File: src/rtl/memory_arbiter_pkg.sv
// Shared types for the RAM arbiter: word type, RAM handshake state and arbiter FSM states.
package memory_arbiter_pkg;
  localparam int WORD_W = 32;

  typedef logic [WORD_W-1:0] word_t;

  typedef enum logic [1:0] {FREE, BUSY, ACCESS, ERROR} ramstate_t;

  typedef enum logic [2:0] {IDLE, DACC, IACC, RETRY, SCFAIL} arb_state_t;
endpackage

File: src/rtl/memory_arbiter_if.sv
// Port bundle between datapath requesters, the arbiter and the RAM model.
interface memory_arbiter_if;
  import memory_arbiter_pkg::*;

  logic      iREN;
  word_t     iaddr;
  logic      dREN;
  logic      dWEN;
  logic      datomic;
  word_t     daddr;
  word_t     dstore;
  logic      iwait;
  logic      dwait;
  word_t     iload;
  word_t     dload;
  logic      ramREN;
  logic      ramWEN;
  word_t     ramaddr;
  word_t     ramstore;
  word_t     ramload;
  ramstate_t ramstate;

  modport arb (
    input  iREN, iaddr, dREN, dWEN, datomic, daddr, dstore, ramload, ramstate,
    output iwait, dwait, iload, dload, ramREN, ramWEN, ramaddr, ramstore
  );

  modport dp (
    output iREN, iaddr, dREN, dWEN, datomic, daddr, dstore,
    input  iwait, dwait, iload, dload
  );

  modport ram (
    input  ramREN, ramWEN, ramaddr, ramstore,
    output ramload, ramstate
  );
endinterface

File: src/rtl/memory_arbiter_link_reg.sv
// LL/SC link register: armed by a completed LL, dropped by any SC or a plain store to the linked word.
// Updates one cycle after the completing access; sc_ok is combinational on the current address.
module memory_arbiter_link_reg
  import memory_arbiter_pkg::*;
(
  input  logic  clk,
  input  logic  nrst,
  input  logic  ll_done,
  input  logic  sc_done,
  input  logic  wr_done,
  input  word_t addr,
  output logic  sc_ok
);
  logic  link_valid;
  word_t link_addr;

  always_ff @(posedge clk) begin
    if (!nrst) begin
      link_valid <= 1'b0;
      link_addr  <= '0;
    end else if (ll_done) begin
      link_valid <= 1'b1;
      link_addr  <= addr;
    end else if (sc_done || (wr_done && addr == link_addr)) begin
      link_valid <= 1'b0;
    end
  end

  assign sc_ok = link_valid && (link_addr == addr);
endmodule

File: src/rtl/memory_arbiter.sv
// Arbitrates instruction fetch and data port onto one RAM; handles ERROR retry and LL/SC.
// Min 2 cycles request to wait-low; requesters stall on iwait/dwait until their access completes.
module memory_arbiter
  import memory_arbiter_pkg::*;
#(
  parameter int DSTREAK_MAX = 4
) (
  input logic              CLK,
  input logic              nRST,
  memory_arbiter_if.arb    bus
);
  localparam logic [2:0] DMAX = 3'(DSTREAK_MAX);

  arb_state_t state;
  logic [2:0] dstreak;
  logic       retry_is_data;

  logic wants_data, is_sc, is_ll, data_first, sc_ok;
  logic ram_done, d_done, i_done, scfail_done;

  assign wants_data  = bus.dREN | bus.dWEN;
  assign is_sc       = bus.dWEN & bus.datomic;
  assign is_ll       = bus.dREN & ~bus.dWEN & bus.datomic;
  assign data_first  = wants_data && !(bus.iREN && dstreak == DMAX);
  // A completion seen while reset is asserted is discarded.
  assign ram_done    = (bus.ramstate == ACCESS) && nRST;
  assign d_done      = (state == DACC) && ram_done;
  assign i_done      = (state == IACC) && ram_done;
  assign scfail_done = (state == SCFAIL) && nRST;

  memory_arbiter_link_reg u_link (
    .clk     (CLK),
    .nrst    (nRST),
    .ll_done (d_done & is_ll),
    .sc_done ((d_done & is_sc) | scfail_done),
    .wr_done (d_done & bus.dWEN & ~bus.datomic),
    .addr    (bus.daddr),
    .sc_ok   (sc_ok)
  );

  always_comb begin
    bus.iwait    = 1'b1;
    bus.dwait    = 1'b1;
    bus.iload    = '0;
    bus.dload    = '0;
    bus.ramREN   = 1'b0;
    bus.ramWEN   = 1'b0;
    bus.ramaddr  = '0;
    bus.ramstore = '0;
    case (state)
      DACC: begin
        bus.ramaddr  = bus.daddr;
        bus.ramREN   = bus.dREN & ~bus.dWEN;
        bus.ramWEN   = bus.dWEN;
        bus.ramstore = bus.dstore;
        if (d_done) begin
          bus.dwait = 1'b0;
          bus.dload = is_sc ? word_t'(1) : bus.ramload;
        end
      end
      IACC: begin
        bus.ramaddr = bus.iaddr;
        bus.ramREN  = 1'b1;
        if (i_done) begin
          bus.iwait = 1'b0;
          bus.iload = bus.ramload;
        end
      end
      SCFAIL: begin
        if (nRST) bus.dwait = 1'b0;
      end
      default: begin
      end
    endcase
  end

  always_ff @(posedge CLK) begin
    if (!nRST) begin
      state         <= IDLE;
      dstreak       <= '0;
      retry_is_data <= 1'b0;
    end else begin
      case (state)
        IDLE: begin
          if (data_first) state <= (is_sc && !sc_ok) ? SCFAIL : DACC;
          else if (bus.iREN) state <= IACC;
        end
        DACC: begin
          if (bus.ramstate == ACCESS) begin
            state <= IDLE;
            if (!bus.iREN) dstreak <= '0;
            else if (dstreak != DMAX) dstreak <= dstreak + 3'd1;
          end else if (bus.ramstate == ERROR) begin
            state         <= RETRY;
            retry_is_data <= 1'b1;
          end
        end
        IACC: begin
          if (bus.ramstate == ACCESS) begin
            state   <= IDLE;
            dstreak <= '0;
          end else if (bus.ramstate == ERROR) begin
            state         <= RETRY;
            retry_is_data <= 1'b0;
          end
        end
        RETRY:   state <= retry_is_data ? DACC : IACC;
        SCFAIL:  state <= IDLE;
        default: state <= IDLE;
      endcase
    end
  end
endmodule

File: src/flat_wrapper.sv
// flat-port wrapper written by rule: the top's interface ports become plain ports
module memory_arbiter_flat import memory_arbiter_pkg::*;
#(
  parameter int DSTREAK_MAX = 4
)
  (CLK, nRST, bus_iREN, bus_iaddr, bus_dREN, bus_dWEN, bus_datomic, bus_daddr, bus_dstore, bus_ramload, bus_ramstate, bus_iwait, bus_dwait, bus_iload, bus_dload, bus_ramREN, bus_ramWEN, bus_ramaddr, bus_ramstore);
  memory_arbiter_if bus_i ();
  input logic CLK;
  input logic nRST;
  input wire logic [$bits(bus_i.iREN)-1:0] bus_iREN;
  input wire logic [$bits(bus_i.iaddr)-1:0] bus_iaddr;
  input wire logic [$bits(bus_i.dREN)-1:0] bus_dREN;
  input wire logic [$bits(bus_i.dWEN)-1:0] bus_dWEN;
  input wire logic [$bits(bus_i.datomic)-1:0] bus_datomic;
  input wire logic [$bits(bus_i.daddr)-1:0] bus_daddr;
  input wire logic [$bits(bus_i.dstore)-1:0] bus_dstore;
  input wire logic [$bits(bus_i.ramload)-1:0] bus_ramload;
  input wire logic [$bits(bus_i.ramstate)-1:0] bus_ramstate;
  output wire logic [$bits(bus_i.iwait)-1:0] bus_iwait;
  output wire logic [$bits(bus_i.dwait)-1:0] bus_dwait;
  output wire logic [$bits(bus_i.iload)-1:0] bus_iload;
  output wire logic [$bits(bus_i.dload)-1:0] bus_dload;
  output wire logic [$bits(bus_i.ramREN)-1:0] bus_ramREN;
  output wire logic [$bits(bus_i.ramWEN)-1:0] bus_ramWEN;
  output wire logic [$bits(bus_i.ramaddr)-1:0] bus_ramaddr;
  output wire logic [$bits(bus_i.ramstore)-1:0] bus_ramstore;
  assign bus_i.iREN = bus_iREN;
  assign bus_i.iaddr = bus_iaddr;
  assign bus_i.dREN = bus_dREN;
  assign bus_i.dWEN = bus_dWEN;
  assign bus_i.datomic = bus_datomic;
  assign bus_i.daddr = bus_daddr;
  assign bus_i.dstore = bus_dstore;
  assign bus_i.ramload = bus_ramload;
  assign bus_i.ramstate = bus_ramstate;
  assign bus_iwait = bus_i.iwait;
  assign bus_dwait = bus_i.dwait;
  assign bus_iload = bus_i.iload;
  assign bus_dload = bus_i.dload;
  assign bus_ramREN = bus_i.ramREN;
  assign bus_ramWEN = bus_i.ramWEN;
  assign bus_ramaddr = bus_i.ramaddr;
  assign bus_ramstore = bus_i.ramstore;
  memory_arbiter #(.DSTREAK_MAX(DSTREAK_MAX)) u_core (.CLK(CLK), .nRST(nRST), .bus(bus_i));
endmodule
File: config.mk
export PLATFORM = sky130hd
export DESIGN_NAME = memory_arbiter_flat
export DESIGN_NICKNAME = d
export VERILOG_FILES = /design/src/rtl/memory_arbiter_pkg.sv /design/src/rtl/memory_arbiter_if.sv /design/src/rtl/memory_arbiter_link_reg.sv /design/src/rtl/memory_arbiter.sv /design/src/flat_wrapper.sv
export SDC_FILE = /design/constraint.sdc
export NUM_CORES = 1
export LEC_CHECK = 0
export BUFFER_PORTS_ARGS = -buffer_cell sky130_fd_sc_hd__buf_2
export CAP_MARGIN = 20
export CORE_MARGIN = 8
export CORE_UTILIZATION = 30
export DETAILED_ROUTE_END_ITERATION = 7
export GPL_TIMING_DRIVEN = 0
export PLACE_DENSITY = 0.69
export REMOVE_ABC_BUFFERS = 1
export SKIP_CTS_REPAIR_TIMING = 1
export SLEW_MARGIN = 25
export SYNTH_ARGS = -nofsm -noshare
export SYNTH_HDL_FRONTEND = slang
export SYNTH_SLANG_ARGS = --single-unit
export TNS_END_PERCENT = 10
File: constraint.sdc
create_clock -name CLK -period 1.7 [get_ports CLK]
set_clock_uncertainty 0.2 [all_clocks]
set_input_delay 0.085 -clock CLK [delete_from_list [all_inputs] [get_ports CLK]]
set_output_delay 0.085 -clock CLK [all_outputs]
set_load 0.05 [all_outputs]
==> metrics, run 1 <==
deepest level of the CTS H-tree 2; iteration count of the initial detailed-routing pass 4; GRT Util Overall 0.157; number of nets in the final layout 844; post-route DRC violation count 0; final weighted congestion in routability-driven placement 0.796; count of port buffers added during placement 267; Setup crit end kind flop; period utilization 1.24; total negative slack for setup checks -44.56 ns; count of unique library cells instantiated by Yosys 38; insertion delay to the later sink of the worst-skew pair 0.29 ns; outcome complete, but fails checks; met3 capacity usage during global routing 0.0518; number of vias in the routed layout 4,235; routing layer with the top usage in global route met2; highest ir drop seen on vdd 0.000326 V; Final Hold Violating Endpoints 0; power share of the clock group 0.206; overall power consumption 3970 uW; Worst Setup Slack post-DPL -1.73 ns; dpl hpwl 9730 um; number of standard cells in the final layout excluding fillers 843; Clock Sinks 40; proportion of total power due to net switching 0.424; total CTS buffers 5; Worst-Margin Slew 0.913 ns; r2r worst-path depth 7; share of total power in combinational logic 0.549; number of max-slew violations in the final report 0; total power per unit cell area 637 nW/um^2; register bit total from synthesis 40; violation count after the first detailed-route iteration 263; failing checks negative setup slack; Peak Freq 476 MHz; leakage 0.00299 uW; effective utilization at floorplan 0.303; via count of the first global-routing pass 3,685; time the final worst path needs with I/O delays and setup 2.10 ns; total non-filler cell area in the finished layout 6240 um^2; cell count after synthesis 403; vias per inst 5.02; Die X-Extent 117 um; Placed Cells 779; startpoint class of the critical path flop; fraction of met1 tracks used by global routing 0.161; number of top-level pins 268; Max-cap violations 0; reg2reg end u_core.u_link.link_addr[4]; reg-to-reg critical path startpoint u_core.state[2]; maximum fanout count along the critical path 16; Std-Cell Core Area 10,100 um^2; setup repair after global routing missed its margin yes; Internal 2290 uW; standard cell with the maximum stage delay on the critical path sky130_fd_sc_hd__dfxtp_4; post-DR wirelength/cell 19.0 um; Psw 1680 uW; share of the yosys chip area belonging to registers 0.260; CTS tree done; Area after DPL 4510 um^2; Filler Cells Inserted 791; Post-Syn Area 3080 um^2; maximum buffer depth of the clock tree 2; CP Cell Sequence nor3b_4 -> buf_8 -> and3_4 -> buf_8 -> nand3_2 -> nand2_1 -> a21boi_1; worst min-delay path category in2reg; met2 Use GR 0.302; global-route wire length before repair 17,500 um; Sequential Power Share 0.245; sum of routed wire length over all layers 16,000 um; data arrival at the endpoint of the critical path 2.08 ns; least setup slack across all paths after layout -0.402 ns; diode insertion count for antenna repair 0; root buf cell sky130_fd_sc_hd__clkbuf_8; average instance area after synthesis 7.63 um^2; site row count 37; remaining antenna violation count 0; largest net degree at the start of global routing 43; total die area 13,800 um^2; critical path type reg2reg; share of cells above drive strength 1 0.491; Die Y-Extent 117 um; Warnings, synthesis 0; endpoint required time on the critical path 1.68 ns; crit path from u_core.state[2]; Area growth syn-to-layout 103%; headroom to the max-slew limit 0.390; start point of the worst hold path bus_iREN; worst setup path endpoint u_core.u_link.link_addr[4]; Clock Pin Slew Worst Setup and Hold Paths 0.09 ns; Max stage delay on crit path 0.38 ns; setup slack on the worst flop-to-flop path -0.40 ns; initial antenna violation count 0; final count of negative-setup-slack endpoints 165; number of cells on the worst hold path 4; leftover overflow at the end of global routing 0; dominant cell type by count on the critical path sky130_fd_sc_hd__buf_8
## cell usage in the layout, fill, tap and decap left out, types with 4 or more instances in the layout
cell type	count
sky130_fd_sc_hd__inv_1	5
sky130_fd_sc_hd__buf_6	102
sky130_fd_sc_hd__clkbuf_4	11
sky130_fd_sc_hd__nand2_1	63
sky130_fd_sc_hd__nor2b_1	4
sky130_fd_sc_hd__nor2_1	6
sky130_fd_sc_hd__nand2b_1	5
sky130_fd_sc_hd__a22o_1	32
sky130_fd_sc_hd__and3_1	28
sky130_fd_sc_hd__nor4_1	7
sky130_fd_sc_hd__and2_4	17
sky130_fd_sc_hd__and2_1	49
sky130_fd_sc_hd__and3_4	13
sky130_fd_sc_hd__buf_4	7
sky130_fd_sc_hd__xor2_1	32
sky130_fd_sc_hd__a21oi_1	4
sky130_fd_sc_hd__buf_2	136
sky130_fd_sc_hd__a21boi_0	4
sky130_fd_sc_hd__a21boi_1	28
sky130_fd_sc_hd__clkbuf_8	5
sky130_fd_sc_hd__dlygate4sd3_1	36
sky130_fd_sc_hd__dfxtp_1	35
sky130_fd_sc_hd__buf_8	22
sky130_fd_sc_hd__nand2_2	7
## area by class of cell
class	instances	area, um^2	area share
multi-input cells	335	2350	0.377
inverters	5	18.8	0.00301
flip-flops and latches	40	815	0.131
clock buffers	5	68.8	0.0110
well taps	136	170	0.0273
clock inverters	3	46.3	0.00742
repair buffers	319	2770	0.443
## routing by layer
metal | up-vias | routed length, um
met1 | 1985 | 5620
met3 | 27 | 1690
li1 | 2002 | -
met4 | 0 | 370
met5 | - | 0
met2 | 221 | 8360
## kinds of logic after synthesis
family,Yosys count,share of synthesized area
simple gates,207,0.365
compound gates,83,0.210
flops,40,0.260
buf+inv,37,0.0545
xor+xnor,32,0.0911
mux,2,0.0110
fa+ha+maj,2,0.00813
## worst max-delay path: cells and delay by family, from the launching register on
| family | cells | cell delay, ns |
|---|---|---|
| compound gates | 1 | 0.08 |
| buf+inv | 2 | 0.32 |
| flops | 1 | 0.38 |
| simple gates | 4 | 1.02 |
## how the worst min path moves through the flow
stage | slack (ns) | to
final | 0.04 | u_core.state[2]
after global placement | 0.16 | u_core.u_link.link_addr[19]
after floorplan | 0.01 | u_core.dstreak[1]
after detailed placement | 0.17 | u_core.u_link.link_addr[13]
after CTS | -0.16 | u_core.u_link.link_addr[13]
after global routing | 0.05 | u_core.state[2]
## state kept, by name, indices dropped and copies added (netlist names)
register	flops
u_core.u_link.link_addr	32
u_core.state	3
u_core.dstreak	3
u_core.u_link.link_valid	1
u_core.retry_is_data	1
## Yosys cell counts
master | n | area share
sky130_fd_sc_hd__dfxtp_1 | 40 | 0.26
sky130_fd_sc_hd__a21o_1 | 1 | 0.0024
sky130_fd_sc_hd__nand2_1 | 70 | 0.085
sky130_fd_sc_hd__buf_4 | 1 | 0.0024
sky130_fd_sc_hd__nor3_1 | 1 | 0.0016
sky130_fd_sc_hd__a31o_2 | 1 | 0.0028
sky130_fd_sc_hd__a21oi_1 | 4 | 0.0065
sky130_fd_sc_hd__a21boi_0 | 4 | 0.0098
sky130_fd_sc_hd__a211oi_1 | 1 | 0.0024
sky130_fd_sc_hd__o31a_1 | 1 | 0.0028
sky130_fd_sc_hd__clkbuf_1 | 26 | 0.032
sky130_fd_sc_hd__a21boi_1 | 30 | 0.073
sky130_fd_sc_hd__a22o_1 | 32 | 0.091
sky130_fd_sc_hd__xor2_1 | 32 | 0.091
sky130_fd_sc_hd__a2bb2oi_1 | 1 | 0.0028
sky130_fd_sc_hd__buf_2 | 2 | 0.0033
sky130_fd_sc_hd__nand3_1 | 4 | 0.0065
sky130_fd_sc_hd__a31oi_1 | 1 | 0.0020
sky130_fd_sc_hd__ha_1 | 2 | 0.0081
sky130_fd_sc_hd__inv_1 | 5 | 0.0061
sky130_fd_sc_hd__nor2b_1 | 4 | 0.0081
sky130_fd_sc_hd__buf_6 | 3 | 0.011
sky130_fd_sc_hd__nand3b_1 | 2 | 0.0049
sky130_fd_sc_hd__mux2_2 | 1 | 0.0037
sky130_fd_sc_hd__nor3b_4 | 1 | 0.0061
sky130_fd_sc_hd__and3_1 | 34 | 0.069
sky130_fd_sc_hd__nor2_1 | 7 | 0.0085
sky130_fd_sc_hd__nor3b_1 | 1 | 0.0024
sky130_fd_sc_hd__nor3b_2 | 1 | 0.0041
sky130_fd_sc_hd__nand4bb_1 | 1 | 0.0037
sky130_fd_sc_hd__nand2b_1 | 5 | 0.010
sky130_fd_sc_hd__o2bb2ai_1 | 1 | 0.0028
sky130_fd_sc_hd__nor4_1 | 8 | 0.016
sky130_fd_sc_hd__o21ai_0 | 5 | 0.0081
sky130_fd_sc_hd__a32oi_1 | 1 | 0.0028
sky130_fd_sc_hd__and2_1 | 66 | 0.13
sky130_fd_sc_hd__nand4_1 | 2 | 0.0041
sky130_fd_sc_hd__mux4_2 | 1 | 0.0073
## power groups by stage
stage | Sequential [uW] | Combinational [uW] | Clock, uW
5_1_grt | 976 | 2270 | 896
3_3_place_gp | 995 | 1560 | 0
6_report | 973 | 2180 | 819
3_5_place_dp | 998 | 1620 | 0
2_1_floorplan | 992 | 1110 | 0
4_1_cts | 976 | 1620 | 852
## per-stage QoR
stage / hold WS (ns) / utilization
final: 0.0378 / 0.615
after global routing: 0.0467 / 0.615
after CTS: -0.162 / 0.456
after detailed placement: 0.166 / 0.445
after global placement: 0.156 / 0.437
after floorplan: 0.0132 / -
No activity file was read; power rests on OpenSTA's default activity.
==> inputs of run 2 (changes only) <==
- CORE_UTILIZATION: 30 -> 35
- PLACE_DENSITY: 0.69 -> 0.78
==> run 2 against run 1 <==
Compared with the run above: the flow still finishes with violations (negative setup slack); total power up 1.6%; register-to-register slack improved by 0.08 ns; worst hold slack better by 0.025 ns; critical path depth is 2 lower; die area down 12%; final cell count shrank 3.1%; global-route usage grew 2.4 points; combinational power is 2% higher; first-iteration DRC count increased by 0.38%; maximum frequency hardly changed; largest power group unchanged.
==> metrics, run 2 (same netlist as run 1, synthesis figures left out) <==
total power per unit cell area 657 nW/um^2 (was 637 nW/um^2); Psw 1660 uW (was 1680 uW); global-route wire length before repair 17,900 um (was 17,500 um); vias per inst 5.41 (was 5.02); number of max-slew violations in the final report 0 (unchanged); Sequential Power Share 0.242 (was 0.245); share of cells above drive strength 1 0.476 (was 0.491); violation count after the first detailed-route iteration 264 (was 263); Peak Freq 476 MHz (about the same); CTS tree done (unchanged); number of vias in the routed layout 4,419 (was 4,235); largest net degree at the start of global routing 43 (unchanged); count of port buffers added during placement 267 (unchanged); leakage 0.00297 uW (was 0.00299 uW); maximum buffer depth of the clock tree 2 (unchanged); standard cell with the maximum stage delay on the critical path sky130_fd_sc_hd__dfxtp_4 (unchanged); final weighted congestion in routability-driven placement 0.828 (was 0.796); failing checks negative setup slack (unchanged); final core utilization 0.711 (was 0.615); proportion of total power due to net switching 0.411 (was 0.424); endpoint required time on the critical path 1.41 ns (was 1.68 ns); setup repair after global routing missed its margin yes (unchanged); total CTS buffers 5 (unchanged); iteration count of the initial detailed-routing pass 5 (was 4); post-route DRC violation count 0 (unchanged); total die area 12,000 um^2 (was 13,800 um^2); most used cells in the layout excluding fill and tap cells sky130_fd_sc_hd__buf_2, sky130_fd_sc_hd__buf_6, sky130_fd_sc_hd__nand2_1 (unchanged); Std-Cell Core Area 8640 um^2 (was 10,100 um^2); headroom to the max-slew limit 0.395 (was 0.390); outcome complete, but fails checks (unchanged); initial antenna violation count 1 (was 0); dpl hpwl 9910 um (was 9730 um); share of total power in combinational logic 0.550 (was 0.549); site row count 34 (was 37); startpoint class of the critical path flop (unchanged); remaining antenna violation count 0 (unchanged); via count of the first global-routing pass 3,592 (was 3,685); deepest level of the CTS H-tree 2 (unchanged); period utilization 1.24 (about the same); Area after DPL 4470 um^2 (was 4510 um^2); Die X-Extent 110 um (was 117 um); CP Cell Sequence nor3b_4 -> buf_6 -> and3_2 -> and2_1 -> clkbuf_4 (was nor3b_4 -> buf_8 -> and3_4 -> buf_8 -> nand3_2 -> nand2_1 -> a21boi_1); number of top-level pins 268 (unchanged); least setup slack across all paths after layout -0.402 ns (about the same); Die Y-Extent 110 um (was 117 um); power share of the clock group 0.208 (was 0.206); leftover overflow at the end of global routing 0 (unchanged); critical path type reg2out (was reg2reg); data arrival at the endpoint of the critical path 1.82 ns (was 2.08 ns); root buf cell sky130_fd_sc_hd__clkbuf_8 (unchanged); Final Hold Violating Endpoints 0 (unchanged); effective utilization at floorplan 0.356 (was 0.303); total negative slack for setup checks -46.07 ns (was -44.56 ns); Internal 2370 uW (was 2290 uW); Max-cap violations 0 (unchanged); most frequent standard cell in the layout excluding fill and tap cells sky130_fd_sc_hd__buf_2 (unchanged); total non-filler cell area in the finished layout 6140 um^2 (was 6240 um^2); worst hold slack 0.0623 ns (was 0.0378 ns); Clock Sinks 40 (unchanged); Max stage delay on crit path 0.42 ns (was 0.38 ns); maximum fanout count along the critical path 11 (was 16); insertion delay to the later sink of the worst-skew pair 0.29 ns (about the same); Area growth syn-to-layout 99.5% (was 103%); post-DR wirelength/cell 21.0 um (was 19.0 um); highest ir drop seen on vdd 0.000552 V (was 0.000326 V); final count of negative-setup-slack endpoints 170 (was 165); number of nets in the final layout 845 (was 844); Clock Pin Slew Worst Setup and Hold Paths 0.08 ns (was 0.09 ns); Setup crit end kind primary output (was flop); worst min-delay path category in2reg (unchanged); GRT Util Overall 0.181 (was 0.157); flip-flop count of the largest register after layout 32 (unchanged); sum of routed wire length over all layers 17,200 um (was 16,000 um); Reg with most FFs u_core.u_link.link_addr (unchanged); time the final worst path needs with I/O delays and setup 2.10 ns (about the same); Worst-Margin Slew 0.905 ns (was 0.913 ns); registers with the highest flip-flop counts u_core.u_link.link_addr (32), u_core.dstreak (3), u_core.state (3) (unchanged)
-- run 2: cell types whose count changed in the layout (fill, tap and decap cells not counted), moves of 5 or more --
cell / delta
sky130_fd_sc_hd__nand2_2: -7
sky130_fd_sc_hd__and2_4: -8
sky130_fd_sc_hd__and3_4: +5
sky130_fd_sc_hd__and3_1: -6
sky130_fd_sc_hd__nand2_1: +7
sky130_fd_sc_hd__buf_6: -8
sky130_fd_sc_hd__and2_1: +8
sky130_fd_sc_hd__clkbuf_4: +11
-- run 2: routing by layer --
metal | up-vias | share of wire | track usage
li1 | 1997 | - | -
met1 | 2081 | 0.35 | 0.202
met2 | 280 | 0.52 | 0.334
met3 | 61 | 0.096 | 0.0451
met4 | 0 | 0.039 | 0.0482
met5 | - | 0 | 0
-- run 2: path summary, 6_finish.rpt --
path / start / endpoint / slack (ns) / depth (start not counted)
max: u_core.state[1] / bus_iload[24] / -0.40 / 5
min: bus_iREN / u_core.state[2] / 0.06 / 4
max reg2reg: u_core.state[2] / u_core.u_link.link_addr[11] / -0.32 / 7
min reg2reg: u_core.u_link.link_addr[6] / u_core.u_link.link_addr[6] / 0.26 / 2
-- run 2: critical path, delay by kind of cell, from the launching register on --
| family | cells | cell delay [ns] |
|---|---|---|
| flops | 1 | 0.42 |
| simple gates | 3 | 0.69 |
| buf+inv | 2 | 0.42 |
-- run 2: final cells by class --
| class | instances | area, um^2 |
|---|---|---|
| Timing Repair Buffer | 320 | 2720 |
| Fill cell | 566 | 2500 |
| Multi-Input combinational cell | 335 | 2330 |
| Sequential cell | 40 | 812 |
| Tap cell | 108 | 135 |
| Clock buffer | 7 | 96.3 |
| Clock inverter | 1 | 30.0 |
| Inverter | 5 | 18.8 |
| Antenna cell | 1 | 2.50 |
-- run 2: power groups by stage --
| stage | clock network [uW] | logic (uW) | registers (uW) |
|---|---|---|---|
| final | 840 | 2220 | 976 |
| after global routing | 900 | 2290 | 978 |
| after CTS | 859 | 1610 | 977 |
| after detailed placement | 0 | 1610 | 999 |
| after global placement | 0 | 1550 | 996 |
| after floorplan | 0 | 1110 | 992 |
-- run 2: metrics by stage --
step           std cells  power (uW)  setup WS [ns]
2_1_floorplan        371        2100          -1.89
3_3_place_gp         746        2550          -3.09
3_5_place_dp         751        2610          -1.54
4_1_cts              759        3450          -1.55
5_1_grt              817        4170         -0.441
6_report             817        4030         -0.402
